$ cat src/rtl/ccff_loader_pkg.sv
// Shared types and constants for the configuration-chain bitstream loader.
package ccff_loader_pkg;

  typedef enum logic [1:0] {
    IDLE  = 2'd0,
    FETCH = 2'd1,
    SHIFT = 2'd2,
    DONE  = 2'd3
  } ccff_state_t;

  localparam logic [15:0] CRC_POLY = 16'h1021;
  localparam logic [15:0] CRC_INIT = 16'hFFFF;

endpackage

$ cat src/rtl/ccff_crc16_serial.sv
// Bit-serial CRC-16/CCITT-FALSE (poly 0x1021, MSB-first, no reflection, no final XOR).
module ccff_crc16_serial
  import ccff_loader_pkg::*;
(
  input  logic        prog_clk,
  input  logic        reset_n,
  input  logic        enable,
  input  logic        in_bit,
  input  logic        init,
  output logic [15:0] crc
);

  logic feedback;

  assign feedback = crc[15] ^ in_bit;

  // One CRC step per enabled bit; init restarts the checksum and wins over enable.
  always_ff @(posedge prog_clk or negedge reset_n) begin
    if (!reset_n) begin
      crc <= CRC_INIT;
    end else if (init) begin
      crc <= CRC_INIT;
    end else if (enable) begin
      crc <= {crc[14:0], 1'b0} ^ (feedback ? CRC_POLY : 16'h0000);
    end
  end

endmodule

$ cat src/rtl/ccff_bitstream_loader.sv
// Streams configuration bytes MSB-first into a serial CLB configuration chain,
// gating the chain clock so exactly CHAIN_LEN bits are shifted per load, and
// checksums the bits that fall out of the chain tail.
module ccff_bitstream_loader
  import ccff_loader_pkg::*;
#(
  parameter int CHAIN_LEN = 64
) (
  input  logic        prog_clk,
  input  logic        reset_n,
  input  logic        start,
  input  logic [7:0]  cfg_data,
  input  logic        cfg_valid,
  output logic        cfg_ready,
  output logic        ccff_head,
  input  logic        ccff_tail,
  output logic        shift_en,
  output logic        busy,
  output logic        done,
  output logic [15:0] tail_crc
);

  localparam int               CNT_W    = $clog2(CHAIN_LEN + 1);
  localparam logic [CNT_W-1:0] CNT_LAST = CNT_W'(CHAIN_LEN - 1);
  localparam logic [CNT_W-1:0] CNT_FULL = CNT_W'(CHAIN_LEN);
  localparam logic [CNT_W-1:0] CNT_ONE  = CNT_W'(1);

  ccff_state_t      state;
  ccff_state_t      state_next;
  logic [CNT_W-1:0] bit_cnt;
  logic [7:0]       shift_reg;
  logic [2:0]       bit_idx;
  logic             done_q;
  logic             last_shift;
  logic             last_of_byte;
  logic             begin_load;
  logic             accept;

  assign last_shift   = (bit_cnt == CNT_LAST);
  assign last_of_byte = (bit_idx == 3'd7);
  assign begin_load   = start && ((state == IDLE) || (state == DONE));
  assign accept       = cfg_valid && cfg_ready;
  assign ccff_head    = shift_en && shift_reg[7];
  assign done         = done_q;

  // State register.
  always_ff @(posedge prog_clk or negedge reset_n) begin
    if (!reset_n) begin
      state <= IDLE;
    end else begin
      state <= state_next;
    end
  end

  // Next state plus the decoded handshake and chain-clock enable.
  always_comb begin
    state_next = state;
    cfg_ready  = 1'b0;
    shift_en   = 1'b0;
    busy       = 1'b0;
    case (state)
      IDLE, DONE: begin
        if (start) begin
          state_next = FETCH;
        end
      end
      FETCH: begin
        busy      = 1'b1;
        cfg_ready = 1'b1;
        if (cfg_valid) begin
          state_next = SHIFT;
        end
      end
      SHIFT: begin
        busy     = 1'b1;
        shift_en = 1'b1;
        if (last_shift) begin
          state_next = DONE;
        end else if (last_of_byte) begin
          cfg_ready = 1'b1;
          if (!cfg_valid) begin
            state_next = FETCH;
          end
        end
      end
      default: state_next = IDLE;
    endcase
  end

  // Byte capture, MSB-first shifting and the saturating count of bits sent.
  always_ff @(posedge prog_clk or negedge reset_n) begin
    if (!reset_n) begin
      bit_cnt   <= '0;
      shift_reg <= '0;
      bit_idx   <= '0;
    end else if (begin_load) begin
      bit_cnt <= '0;
      bit_idx <= '0;
    end else begin
      if (shift_en && (bit_cnt != CNT_FULL)) begin
        bit_cnt <= bit_cnt + CNT_ONE;
      end
      if (accept) begin
        shift_reg <= cfg_data;
        bit_idx   <= 3'd0;
      end else if (shift_en) begin
        shift_reg <= {shift_reg[6:0], 1'b0};
        bit_idx   <= bit_idx + 3'd1;
      end
    end
  end

  // Sticky completion flag, set after the final chain bit and cleared by a new start.
  always_ff @(posedge prog_clk or negedge reset_n) begin
    if (!reset_n) begin
      done_q <= 1'b0;
    end else if (begin_load) begin
      done_q <= 1'b0;
    end else if (shift_en && last_shift) begin
      done_q <= 1'b1;
    end
  end

  ccff_crc16_serial u_tail_crc (
    .prog_clk (prog_clk),
    .reset_n  (reset_n),
    .enable   (shift_en),
    .in_bit   (ccff_tail),
    .init     (begin_load),
    .crc      (tail_crc)
  );

endmodule

$ cat config.mk
export PLATFORM = sky130hd
export DESIGN_NAME = ccff_bitstream_loader
export DESIGN_NICKNAME = d
export VERILOG_FILES = /design/src/rtl/ccff_loader_pkg.sv /design/src/rtl/ccff_crc16_serial.sv /design/src/rtl/ccff_bitstream_loader.sv
export SDC_FILE = /design/constraint.sdc
export NUM_CORES = 1
export LEC_CHECK = 0
export CAP_MARGIN = 20
export CELL_PAD_IN_SITES_DETAIL_PLACEMENT = 0
export CELL_PAD_IN_SITES_GLOBAL_PLACEMENT = 1
export CORE_ASPECT_RATIO = 1.5
export CORE_MARGIN = 2
export CORE_UTILIZATION = 41
export CTS_BUF_LIST = sky130_fd_sc_hd__clkbuf_16
export CTS_CLUSTER_SIZE = 40
export DETAILED_ROUTE_END_ITERATION = 16
export PLACE_DENSITY = 0.8
export SLEW_MARGIN = 10
export SYNTH_ARGS = -nofsm -noshare
export SYNTH_HDL_FRONTEND = slang
export SYNTH_SLANG_ARGS = --single-unit
$ cat constraint.sdc
create_clock -name prog_clk -period 1.9 [get_ports prog_clk]
set_input_delay 0.38 -clock prog_clk [delete_from_list [all_inputs] [get_ports prog_clk]]
set_output_delay 0.38 -clock prog_clk [all_outputs]
set_load 0.01 [all_outputs]
---- Yosys cells after proc, flatten, opt, wreduce, memory -nomap -nowiden ----
Index checks and enable logic that the tools add are counted.
cells by class
  add/sub/neg operators ................... 2
  equal/unequal tests ..................... 10
  multiplexer cells ....................... 23
  bitwise operators ....................... 3
  reduce and logical (&&, ||, !) cells .... 16
operator list
  kind                   number
  $mux W16               2
  $mux W8                2
  $xor A16 B16 Y16       1
  $mux W7                2
  $mux W13               1
  $mux W2                5
  $mux W3                3
  $reduce_bool A2 Y1     4
  $add A7 B1 Y7 const B  1
  $eq A7 B6 Y1 const B   1
  $ne A7 B7 Y1 const B   1
  $mux W1                6
  $ne A3 B3 Y1 const B   2
  $pmux W2 S3            1
  $logic_and A1 B1 Y1    5
  $eq A2 B2 Y1 const B   2
  $ne A2 B2 Y1 const B   2
  $reduce_and A4 Y1      1
  $reduce_or A2 Y1       2
  $add A3 B1 Y3 const B  1
  $eq A3 B3 Y1 const B   1
  $reduce_bool A3 Y1     1
  $eq A2 B1 Y1 const B   1
  $logic_not A2 Y1       1
  5 further kinds        5
word-level totals
  register bits ........................... 37
  input bits .............................. 13
  output and inout bits ................... 21
  word-level logic and storage cells ...... 60

---- Depth between registers and ports, before layout ----
Gate-level depths: netlist of the first run.
  depth in word-level cells ............... 7
  mapped depth ............................ 7
  mapped depth without buffers ............ 6

---- Cells and area by module ----
A second synthesis of the first run with hierarchy kept.
second synthesis, totals
  cells, all modules ...................... 175
  area total of the unflattened synthesis .. 1926.8 um^2
by module, submodules not included
  module                 instances  cells an instance  area an instance (um^2)  sequential area each (um^2)
  ccff_bitstream_loader  1          119                1186.1                   525.5
  ccff_crc16_serial      1          56                 740.7                    420.4

---- Worst setup path after synthesis of the first run ----
Ideal clock, no wire load.
  path type ............................... register -> register
  start ................................... register state[1]
  end ..................................... register shift_reg[1]
  library setup time ...................... 0.125 ns
  arrival time ............................ 1.590 ns
  required time ........................... 1.775 ns
  setup slack ............................. 0.186 ns
  stages on the path, launching flop included .. 6
  buffers on the path ..................... 0
  clock period less this slack ............ 1.714 ns
  cells stage by stage .................... dfrtp_1 > ha_1 > nand2_4 > nand2_2 > mux2_2 > mux2_2
between the ends
  longest elaborated chain between the ends .. 5
  elaborated cells between the ends (all ways) .. 13
  classes of those cells .................. eq/ne (3); mux (3); bitwise (1); reduce/logical (6)
ends and longest elaborated chain
  item                                                                      RTL line                                                  text
  from (decl)                                                               ccff_bitstream_loader.sv:28                               ccff_state_t state;
  from (signal assigned)                                                    ccff_bitstream_loader.sv:51                               state <= state_next;
  $eq A2 B2 Y1 (tied with other cells)                                      ccff_bitstream_loader.sv:61                               case (state)
  $pmux W1 S2 / $logic_or A1 B1 Y1 (equally long branches)                  ccff_bitstream_loader.sv:61, ccff_bitstream_loader.sv:41
  $logic_and A1 B1 Y1 (on tied branches)                                    ccff_bitstream_loader.sv:42, ccff_bitstream_loader.sv:41
  $reduce_bool A2 Y1 (no source line) / $not A1 Y1 (equally long branches)  --
  $reduce_and A2 Y1 (no source line)                                        --
  to (signal assigned)                                                      ccff_bitstream_loader.sv:104                              shift_reg <= cfg_data;
  to (signal assigned)                                                      ccff_bitstream_loader.sv:107                              shift_reg <= {shift_reg[6:0], 1'b0};
  to (decl)                                                                 ccff_bitstream_loader.sv:31                               logic [7:0] shift_reg;
Parallel ways exist; a longest one is shown, timed or not.
A chain may end at the register's enable or synchronous reset.

---- Worst setup path after layout of the first run ----
  start ................................... register state[0]
  end ..................................... register shift_reg[3]
Same word-level chain as after synthesis.

==> results of run 1 <==
[cells by family after synthesis]
group                      synth area share [%]
DFF                                        50.9
AOI/OAI and AO/OA                          7.81
muxes                                      17.8
and+or+nand+nor                            13.5
buffers and inverters                      3.03
xor gates and xnor gates                   2.83
adders and majority gates                  4.04
[metrics by stage]
| step | cell area [um^2] | worst slack [ns] | setup TNS (ns) |
|---|---|---|---|
| after global placement | 2330 | 0.000186 | 0 |
| after floorplan | 1860 | 0.186 | 0 |
| after CTS | 2470 | 0.0383 | 0 |
| final | 2480 | 0.0541 | 0 |
| after detailed placement | 2330 | -0.0891 | -0.309 |
| after global routing | 2480 | -0.00906 | -0.0322 |
[timing repair]
action / 4_1_cts / 5_1_grt
endpoints found under the hold margin: 0 / 0
resized for setup: 11 / 5
setup buffers: 0 / 0
setup endpoints to repair: 4 / 8
[Yosys cell counts (2+ instances only)]
library cell,n
mux2i_1,17
dfstp_2,16
inv_1,9
a21oi_1,7
or3_1,2
xor2_1,3
nor3_1,3
buf_2,3
nor2_1,7
mux2_2,13
nand2_1,24
dfrtp_1,21
xnor2_1,3
o21ai_0,8
clkbuf_1,2
ha_1,6
[cell type report]
cell class / count / share of cell area [%]
clock inverter: 3 / 0.505
multi-input combinational: 115 / 35.2
timing repair buffer: 48 / 17.3
tap: 48 / 2.42
clock buffer: 5 / 5.05
sequential: 37 / 38.2
inverter: 9 / 1.36
[per-layer routing]
metal	vias to the layer above	routed length, um	share of wire [%]
met5	-	0	0
met4	0	111	2.9
met3	10	125	3.3
met2	30	2030	53
met1	673	1540	41
li1	671	-	-
[worst paths after layout]
kind,startpoint,end,slack [ns],depth (start not counted)
min,reset_n,bit_cnt[2]$_DFFE_PN0P_,0.06,1
max reg2reg,state[0]$_DFFE_PN0P_,shift_reg[3]$_DFFE_PN0P_,0.05,7
max in group asynchronous,reset_n,u_tail_crc.crc[11]$_DFFE_PN1P_,1.18,2
min in group prog_clk,done$_DFFE_PN0P_,done$_DFFE_PN0P_,0.50,2
min reg2reg,done$_DFFE_PN0P_,done$_DFFE_PN0P_,0.50,2
max,state[0]$_DFFE_PN0P_,shift_reg[3]$_DFFE_PN0P_,0.05,7
[worst reg2reg max path: cells and delay by family (launching register included)]
family          cells  cell delay, ns
flops               1            0.36
simple gates        2            0.36
mux                 1            0.35
fa+ha+maj           1            0.33
buf+inv             2            0.17
compound gates      1            0.14
[power groups by stage]
stage,clock [mW],combinational [mW],sequential (mW)
4_1_cts,0.792,1.33,1.15
3_5_place_dp,0,1.35,1.16
2_1_floorplan,0,0.817,1.16
3_3_place_gp,0,1.29,1.15
6_report,0.771,1.36,1.15
5_1_grt,0.830,1.50,1.18
==> summary.md, run 1 <==
| Metric | Value |
|---|---|
| Clock-pin transition on the worst setup and hold timing paths | around 0.060 ns |
| Syn Nets | 185 |
| Initial antenna violation count | 0 |
| Initial Util | 41.9% |
| Final Cycle Share | between 90% and 100% |
| Total track usage | 17.4% |
| Sequential Area | roughly 950 um^2 |
| Routed wire length | roughly 3800 um |
| Status | finished with violations |
| Max reg flops | 16 |
| Met3 usage | about 4.8% |
| Async SR Flop Fraction | 100% |
| Sw Ratio | 32.5% |
| Yosys warning total | 0 |
| Die H | around 86 um |
| CP Class | reg2reg |
| Failing checks | design-rule violations |
| I/O pin total | 34 |
| Worst slew pin tran | just under 0.5 ns |
| Die area | 0.00510 mm^2 |
| Primary FF master, synth | dfrtp_1 |
| Layout cells sized above 1 | roughly 30% |
| Layout Area Growth over Synthesis | 33.3% |
| Final setup viols | 0 |
| Cell area power density | 1320 mW/mm^2 |
| Commonest non-fill, non-tap cell in the layout | clkdlybuf4s50_1 |
| Congestion Overflow GR | 0 |
| Total power | 3.28 mW |
| GPL Wtd Cong | ~0.85 |
| Crit path max-delay family | flip-flops |
| Drt initial violations | 60 |
| Count of different cell masters after synthesis | 38 |
| Post-DR vias/cell | between 5 and 6 |
| Cell leakage power | approximately 1.1 nW |
| Final max-slew violation count | 0 |
| Clock share of power | a little under a quarter |
| Final Skew | approximately 0.0079 ns |
| HPWL Detailed | a little under 3000 um |
| Core box area | 0.00443 mm^2 |
| Routed len/inst | roughly 14 um |
| DRC Markers | 1 |
| Highest Clock Rate | between 500 and 600 MHz |
| Layout Nets | approximately 240 |
| Cells after synthesis | roughly 170 |
| Critical path's slowest cell | dfrtp_1 |
| Peak per-stage delay on the critical path | around 0.36 ns |
| Num rows | 30 |
| Gate power share | 41.4% |
| Min Clock Period, post-route | between 1.5 and 2 ns |
| Slew headroom | 67.5% |
| Cell accounting for the most synthesized area | dfrtp_1 |
| Hold Path Class | in2async |
| CTS max path bufs | 2 |
| Vias | approximately 1400 |
| Avg Cell Area, Syn | 11.2 um^2 |
| Int Pwr | between 2 and 2.5 mW |
| Register bit total from synthesis | 37 |
| Synthesized area | between 0.0015 and 0.002 mm^2 |
| Multi-input logic area | a little under 900 um^2 |
| Root Driver | clkbuf_16 |
| Clock Latency Late Sink | about 0.28 ns |
| Worst path cell trace | inv_2 > ha_2 > buf_6 > and4b_1 > o21a_4 > nor2_8 > mux2_2 |
| First-pass GRT wire length | between 6000 and 7000 um |
| Grt met2 use | 29.4% |
| Pin count of the biggest net entering global routing | 23 |
| Num Clock Sinks | 37 |
| Vias in the first global route | around 1500 |
| Global route hottest layer | met2 |
| Commonest non-fill, non-tap cells in the layout | clkdlybuf4s50_1 (28), nand2_1 (23), dfrtp_1 (21), mux2i_1 (17), dfstp_2 (16) |
| Final hold vios | 0 |
| Final Util | around 56% |
| Synth area leaders | dfrtp_1 (28%), dfstp_2 (23%), mux2i_1 (9.2%) |
| Port bufs | 33 |
| Antenna Cells | 0 |
| Critical Path Start Type | flop |
| Final ANT Viol Nets | 0 |
| Seq pwr share | 35.1% |
| Fillers | 399 |
| Crit. End Element | flop |
| Placed insts | between 200 and 300 |
| Yosys top cell area share | between 20 and 30% |
| EDFF count, synth | 0 |
| Met1 usage | approximately a fifth |
| Non-filler instance count after layout | 265 |
| CTS Buf Count | 5 |
| P_sw | 1.06 mW |
| CP required | a little over 2 ns |
| Die W | between 50 and 60 um |
| Cts hold-fix bufs | 0 |
| Seq/Total Area, Yosys | approximately half |
| First drt pass iteration count | 10 |
| Maximum VDD drop | just over 700 uV |
| Crit path arrival time | 2.01 ns |
| CP Max Fanout | 8 |
| Total of max-cap violations | 0 |
| H-tree levels | 2 |
| RSZ-0062 raised after global routing | yes |
| Worst hold slack | 0.0633 ns |
| CTS tree | done |
| Worst path bufs/invs | 2 |
(Power assumes the default switching activity.)
==> inputs of run 2 (changes only) <==
--- a/config.mk
+++ b/config.mk
@@ -10,11 +10,11 @@
 export CELL_PAD_IN_SITES_GLOBAL_PLACEMENT = 1
 export CORE_ASPECT_RATIO = 1.5
 export CORE_MARGIN = 2
-export CORE_UTILIZATION = 41
+export CORE_UTILIZATION = 37
 export CTS_BUF_LIST = sky130_fd_sc_hd__clkbuf_16
 export CTS_CLUSTER_SIZE = 40
 export DETAILED_ROUTE_END_ITERATION = 16
-export PLACE_DENSITY = 0.8
+export PLACE_DENSITY = 0.74
 export SLEW_MARGIN = 10
 export SYNTH_ARGS = -nofsm -noshare
 export SYNTH_HDL_FRONTEND = slang
==> run 2 against run 1 <==
The run now ends clean. Maximum frequency is 1.9% higher. First-iteration DRC count decreased by 55%. Critical endpoint is now busy. Via count rose by 1.5%. Worst setup slack gained 0.035 ns. Critical path depth decreased by 2. Final cell count grew 6.8%. Routed wire length increased by 2.3%. Combinational power is 3% higher. Sequential cell count unchanged. Clock skew down 0.0037 ns. Sequential power is essentially flat. Design area increased by 1.6%.
==> summary.md, run 2 (synthesis gave the netlist of run 1 again) <==
| Metric | Value |
|---|---|
| Critical path's slowest cell | dfrtp_1 |
| Die W | 61.9 um (+4.9%) |
| Num Clock Sinks | 37 (unchanged) |
| Hold Path Class | in2async |
| Final max-slew violation count | 0 (unchanged) |
| CTS max path bufs | 2 (unchanged) |
| First drt pass iteration count | 2 (-8) |
| CP Class | reg2out |
| Worst path cell trace | inv_2 > ha_4 > inv_2 > buf_4 > dlygate4sd2_1 |
| Max reg flops | 16 (unchanged) |
| GPL Wtd Cong | 0.805 (-5.2%) |
| Total of max-cap violations | 0 (unchanged) |
| RSZ-0062 raised after global routing | no |
| Crit. End Element | output port |
| Clock Latency Late Sink | 0.28 ns (about the same) |
| Crit path top cell by count | inv_2 |
| Drt initial violations | 27 (-55%) |
| Layout Area Growth over Synthesis | 35.4% |
| Placed insts | 275 (+7.0%) |
| CTS Buf Count | 5 (unchanged) |
| TNS Setup | 0 ns (unchanged) |
| CP required | 1.52 ns (-0.54 ns) |
| HPWL Detailed | 2840 um (-1.4%) |
| Highest Clock Rate | 552 MHz (+1.9%) |
| Root Driver | clkbuf_16 |
| Routed wire length | 3900 um (+2.3%) |
| Final setup viols | 0 (unchanged) |
| Met3 usage | 3.58% (-1.2 points) |
| Slew headroom | 66.7% (-0.75 points) |
| Peak per-stage delay on the critical path | 0.38 ns (+0.02 ns) |
| Vias | 1405 (+1.5%) |
| Critical Path Start Type | flop |
| DRC Markers | 0 (-1) |
| Cell leakage power | 1.07 nW (+0.61%) |
| Antenna Cells | 0 (unchanged) |
| Min Clock Period, post-route | 1.81 ns (-0.0352 ns) |
| Total track usage | 15.4% (-2.1 points) |
| Maximum VDD drop | 646 uV (-10%) |
| Reg-to-reg startpoint | state[0]$_DFFE_PN0P_ |
| Final ANT Viol Nets | 0 (unchanged) |
| Final Skew | 0.00424 ns (-0.00366 ns) |
| Worst slew pin tran | 0.499 ns (+0.0113 ns) |
| Num rows | 31 (+3.3%) |
| Die H | 90.8 um (+5.0%) |
| First-pass GRT wire length | 6560 um (-2.0%) |
| Commonest non-fill, non-tap cells in the layout | clkdlybuf4s50_1 (28), nand2_1 (24), dfrtp_1 (21), mux2i_1 (17), dfstp_2 (16) |
| Crit path arrival time | 1.43 ns (-0.58 ns) |
| Vias in the first global route | 1449 (-3.5%) |
| Non-filler instance count after layout | 283 (+6.8%) |
| Initial antenna violation count | 0 (unchanged) |
| Cell area power density | 1330 mW/mm^2 (+0.67%) |
| Final worst slack | 0.0893 ns (+0.0352 ns) |
| Layout cells sized above 1 | 30.4% (unchanged) |
| Final hold vios | 0 (unchanged) |
| Final Cycle Share | 95.3% (-1.9 points) |
| Global route hottest layer | met2 |
| Congestion Overflow GR | 0 (unchanged) |
| Grt met2 use | 25.5% (-3.9 points) |
| R2R Path End | shift_reg[1]$_DFFE_PN0P_ |
| I/O pin total | 34 (unchanged) |
| Post-Place Setup Slack | -0.0902 ns (-0.00104 ns) |
| Routed len/inst | 13.8 um (-4.2%) |
| CTS tree | done |
| Core box area | 0.00485 mm^2 (+9.5%) |
| H-tree levels | 2 (unchanged) |
| Clock-pin transition on the worst setup and hold timing paths | 0.06 ns (about the same) |
| Met1 usage | 18.7% (-0.78 points) |
| R2r worst-path depth | 7 (unchanged) |
| Post-DR vias/cell | 4.96 (-4.9%) |
| Initial Util | 38.3% (-3.6 points) |
| Commonest non-fill, non-tap cell in the layout | clkdlybuf4s50_1 |
| Cts hold-fix bufs | 0 (unchanged) |
| Port bufs | 33 (unchanged) |
| Status | finished, final reports clean |
| Worst hold slack | 0.0669 ns (+0.00356 ns) |
| Post-CTS Repair Setup Buffers | 0 (unchanged) |
| Die area | 0.00562 mm^2 (+10%) |
| Layout Nets | 235 (unchanged) |
| Pin count of the biggest net entering global routing | 23 (unchanged) |
| FF-to-FF setup slack | 0.11 ns (+0.06 ns) |
| CP Max Fanout | 3 (-5) |
## run 2: changes by cell type in the layout (fill, tap and decap cells not counted)
cell,previous run,this run
clkinv_1,0,1
clkinv_4,0,1
dlygate4sd2_1,2,1
dlymetal6s2s_1,0,1
ha_2,1,0
ha_4,0,1
inv_1,9,7
nand2_1,23,24
nand2_2,2,1
## run 2: worst max path at each step
stage,from,end
6_report,state[0]$_DFFE_PN0P_,busy
2_1_floorplan,state[1]$_DFFE_PN0P_,shift_reg[1]$_DFFE_PN0P_
3_5_place_dp,state[0]$_DFFE_PN0P_,cfg_ready
4_1_cts,state[0]$_DFFE_PN0P_,cfg_ready
3_3_place_gp,state[0]$_DFFE_PN0P_,cfg_ready
5_1_grt,bit_cnt[1]$_DFFE_PN0P_,cfg_ready
## run 2: final cells by class
type                            count  area [um^2]
Inverter                            9         33.8
Tap cell                           66         82.6
Clock inverter                      3         17.5
Timing Repair Buffer               48          433
Clock buffer                        5          125
Sequential cell                    37          946
Fill cell                         462         2330
Multi-Input combinational cell    115          878
## run 2: worst max-delay path, delay by kind of cell (launching register included)
kind | cells | cell delay, ns
adder cells (fa/ha/maj) | 1 | 0.27
buffers and inverters | 4 | 0.52
flip-flops | 1 | 0.38
## run 2: what timing repair did
item	in CTS	in global routing
endpoints found under the setup margin	4	10
pin swaps	0	0
resized for setup	6	10
endpoints found under the hold margin	0	0
## run 2: per-stage QoR
step | util (%) | instance area [um^2] | power, mW
after global routing | 51.9 | 2520 | 3.56
after global placement | 48.6 | 2360 | 2.48
after floorplan | - | 1860 | 1.98
final | 51.9 | 2520 | 3.35
after detailed placement | 48.6 | 2360 | 2.54
after CTS | 51.6 | 2500 | 3.34
## run 2: report_power, final
part           internal (mW)  total, mW  switching [mW]
Sequential              1.03       1.16           0.129
Combinational          0.754       1.40           0.648
Clock                  0.480      0.787           0.307
Total                   2.27       3.35            1.08
## run 2: layer usage
metal / routed length [um] / vias to the layer above
met4: 65 / 0
met1: 1540 / 703
met2: 2190 / 20
met3: 102 / 6
met5: 0 / -
li1: - / 676
==> inputs of run 3 (changes only) <==
--- a/config.mk
+++ b/config.mk
@@ -6,15 +6,14 @@
 export NUM_CORES = 1
 export LEC_CHECK = 0
 export CAP_MARGIN = 20
-export CELL_PAD_IN_SITES_DETAIL_PLACEMENT = 0
-export CELL_PAD_IN_SITES_GLOBAL_PLACEMENT = 1
 export CORE_ASPECT_RATIO = 1.5
 export CORE_MARGIN = 2
-export CORE_UTILIZATION = 37
+export CORE_UTILIZATION = 52
 export CTS_BUF_LIST = sky130_fd_sc_hd__clkbuf_16
 export CTS_CLUSTER_SIZE = 40
 export DETAILED_ROUTE_END_ITERATION = 16
-export PLACE_DENSITY = 0.74
+export PLACE_DENSITY = 0.8
+export REMOVE_ABC_BUFFERS = 1
 export SLEW_MARGIN = 10
 export SYNTH_ARGS = -nofsm -noshare
 export SYNTH_HDL_FRONTEND = slang
==> run 3 against run 2 <==
Routed wire length grew 5.9%. Sequential power is essentially flat. Register-to-register slack lost 0.05 ns. Worst hold slack gained 0.43 ns. Die area shrank 27%. Clock power grew 19%. Largest power group unchanged. Non-clock buffer count grew 3. Sequential share of layout area shrank 0.28 points. Design area grew 0.75%. Largest cell class unchanged. Highest routed layer unchanged. Final cell count shrank 7.4%.
==> summary.md, run 3 (synthesis gave the netlist of run 1 again) <==
| Metric | Value |
|---|---|
| I/O pin total | 34 (unchanged) |
| Hold_sp | done$_DFFE_PN0P_ |
| CP Class | reg2reg |
| Commonest non-fill, non-tap cell in the layout | clkdlybuf4s50_1 |
| Critical Path Start Type | flop |
| H-tree levels | 2 (unchanged) |
| CTS Buf Count | 5 (unchanged) |
| Core box area | 0.00342 mm^2 (-30%) |
| Crit. End Element | flop |
| Maximum VDD drop | 937 uV (+45%) |
| CP required | 2.06 ns (+0.54 ns) |
| Final hold vios | 0 (unchanged) |
| Total power | 3.50 mW (+4.4%) |
| Routed wire length | 4120 um (+5.9%) |
| Final setup viols | 0 (unchanged) |
| Congestion Overflow GR | 0 (unchanged) |
| Cell leakage power | 1.09 nW (+1.9%) |
| Initial Util | 54.4% (+16 points) |
| DRC Markers | 0 (unchanged) |
| Cell area power density | 1380 mW/mm^2 (+3.7%) |
| Final Util | 74.2% (+22 points) |
| Worst slew pin tran | 0.461 ns (-0.0379 ns) |
| Reg-to-reg startpoint | state[0]$_DFFE_PN0P_ |
| Hold path cells | 2 |
| GPL Wtd Cong | 0.753 (-6.4%) |
| Final max-slew violation count | 0 (unchanged) |
| Port bufs | 33 (unchanged) |
| First drt pass iteration count | 4 (+2) |
| Fillers | 244 (-47%) |
| Layout cells sized above 1 | 30.5% (+0.040 points) |
| Die area | 0.00408 mm^2 (-27%) |
| Min Clock Period, post-route | 1.84 ns (+0.0284 ns) |
| Num rows | 26 (-16%) |
| Clock Latency Late Sink | 0.28 ns (about the same) |
| Vias in the first global route | 1583 (+9.2%) |
| Routed len/inst | 15.7 um (+14%) |
| CTS tree | done |
| Non-filler instance count after layout | 262 (-7.4%) |
| Hold Path Class | reg2reg |
| Status | finished, final reports clean |
| Final Cycle Share | 96.8% (+1.5 points) |
| Hold worst-path end | done$_DFFE_PN0P_ |
| Commonest non-fill, non-tap cells in the layout | clkdlybuf4s50_1 (29), nand2_1 (24), dfrtp_1 (21), mux2i_1 (17), buf_4 (17) |
| Total track usage | 22.8% (+7.5 points) |
| Pin count of the biggest net entering global routing | 38 (+65%) |
| Antenna Cells | 0 (unchanged) |
| CTS max path bufs | 2 (unchanged) |
| Placed insts | 253 (-8.0%) |
| R2R Path End | shift_reg[5]$_DFFE_PN0P_ |
| Initial antenna violation count | 0 (unchanged) |
| Die W | 52.8 um (-15%) |
| HPWL Detailed | 2960 um (+4.0%) |
| Vias | 1414 (+0.64%) |
| Total of max-cap violations | 0 (unchanged) |
| Num Clock Sinks | 37 (unchanged) |
| R2r worst-path depth | 7 (unchanged) |
| Clock-pin transition on the worst setup and hold timing paths | 0.05 ns (about the same) |
| CP Max Fanout | 8 (+5) |
| Drt initial violations | 35 (+30%) |
| Cts hold-fix bufs | 0 (unchanged) |
| Slew headroom | 69.2% (+2.5 points) |
| FF-to-FF setup slack | 0.06 ns (-0.05 ns) |
| Layout Area Growth over Synthesis | 36.4% |
| Final ANT Viol Nets | 0 (unchanged) |
| Root Driver | clkbuf_16 |
| Max reg flops | 16 (unchanged) |
| Crit path arrival time | 2.00 ns (+0.57 ns) |
| Final Skew | 0.00589 ns (+0.00165 ns) |
| Worst hold slack | 0.501 ns (+0.434 ns) |
| TNS Setup | 0 ns (unchanged) |
| Post-DR vias/cell | 5.40 (+8.7%) |
| First-pass GRT wire length | 6900 um (+5.3%) |
| Sequential Area | 946 um^2 (unchanged) |
| Highest Clock Rate | 544 MHz (-1.5%) |
| Die H | 77.2 um (-15%) |
| Layout Nets | 238 (+1.3%) |
| Multi-input logic area | 877 um^2 (-0.14%) |
==> run 3: worst max-delay path by stage <==
stage                               endpoint            startpoint  slack, ns
global placement                   cfg_ready  state[0]$_DFFE_PN0P_       0.01
detailed placement                 cfg_ready  state[0]$_DFFE_PN0P_      -0.04
CTS                                ccff_head  state[0]$_DFFE_PN0P_      0.007
global route        shift_reg[5]$_DFFE_PN0P_  state[0]$_DFFE_PN0P_      -0.01
floorplan           shift_reg[6]$_DFFE_PN0P_  state[0]$_DFFE_PN0P_      -0.35
finish              shift_reg[5]$_DFFE_PN0P_  state[0]$_DFFE_PN0P_       0.06
==> run 3: worst max-delay path: stages (launching register included) <==
cell     delay (ns)
dfrtp_1        0.35
inv_1          0.09
ha_4           0.28
buf_6          0.12
and4b_1        0.21
o21a_4         0.15
nor2_8         0.17
mux2_2         0.35
==> run 3: final cells by class <==
type                    count  share of cell area, %
repair buffers             51                   18.0
well taps                  42                   2.07
clock buffers               5                   4.94
clock inverters             3                   1.73
multi-input cells         115                   34.6
flip-flops and latches     37                   37.3
inverters                   9                   1.33
==> run 3: timing repair <==
item	CTS	global route
pin swaps	0	1
buffers inserted	0	1
endpoints found under the hold margin	0	0
setup endpoints to repair	4	9
resized for setup	10	5
==> run 3: per-layer routing <==
layer / track usage (%) / wire, um / up-vias
met5: 0 / 0 / -
met4: 10.3 / 134 / 0
met3: 4.67 / 154 / 16
met2: 40.8 / 2290 / 37
met1: 24.7 / 1540 / 685
li1: - / - / 676
==> run 3: through the flow <==
| step | worst slack, ns | area [um^2] |
|---|---|---|
| 6_report | 0.0609 | 2530 |
| 5_1_grt | -0.00993 | 2530 |
| 4_1_cts | 0.00698 | 2510 |
| 3_5_place_dp | -0.0442 | 2350 |
| 3_3_place_gp | 0.0130 | 2350 |
| 2_1_floorplan | -0.352 | 1840 |
==> run 3: power breakdown <==
part,total [mW],internal [mW],switching [mW],leakage [nW]
Combinational,1.41,0.751,0.656,0.562
Sequential,1.16,1.03,0.125,0.441
Clock,0.935,0.620,0.315,0.0842
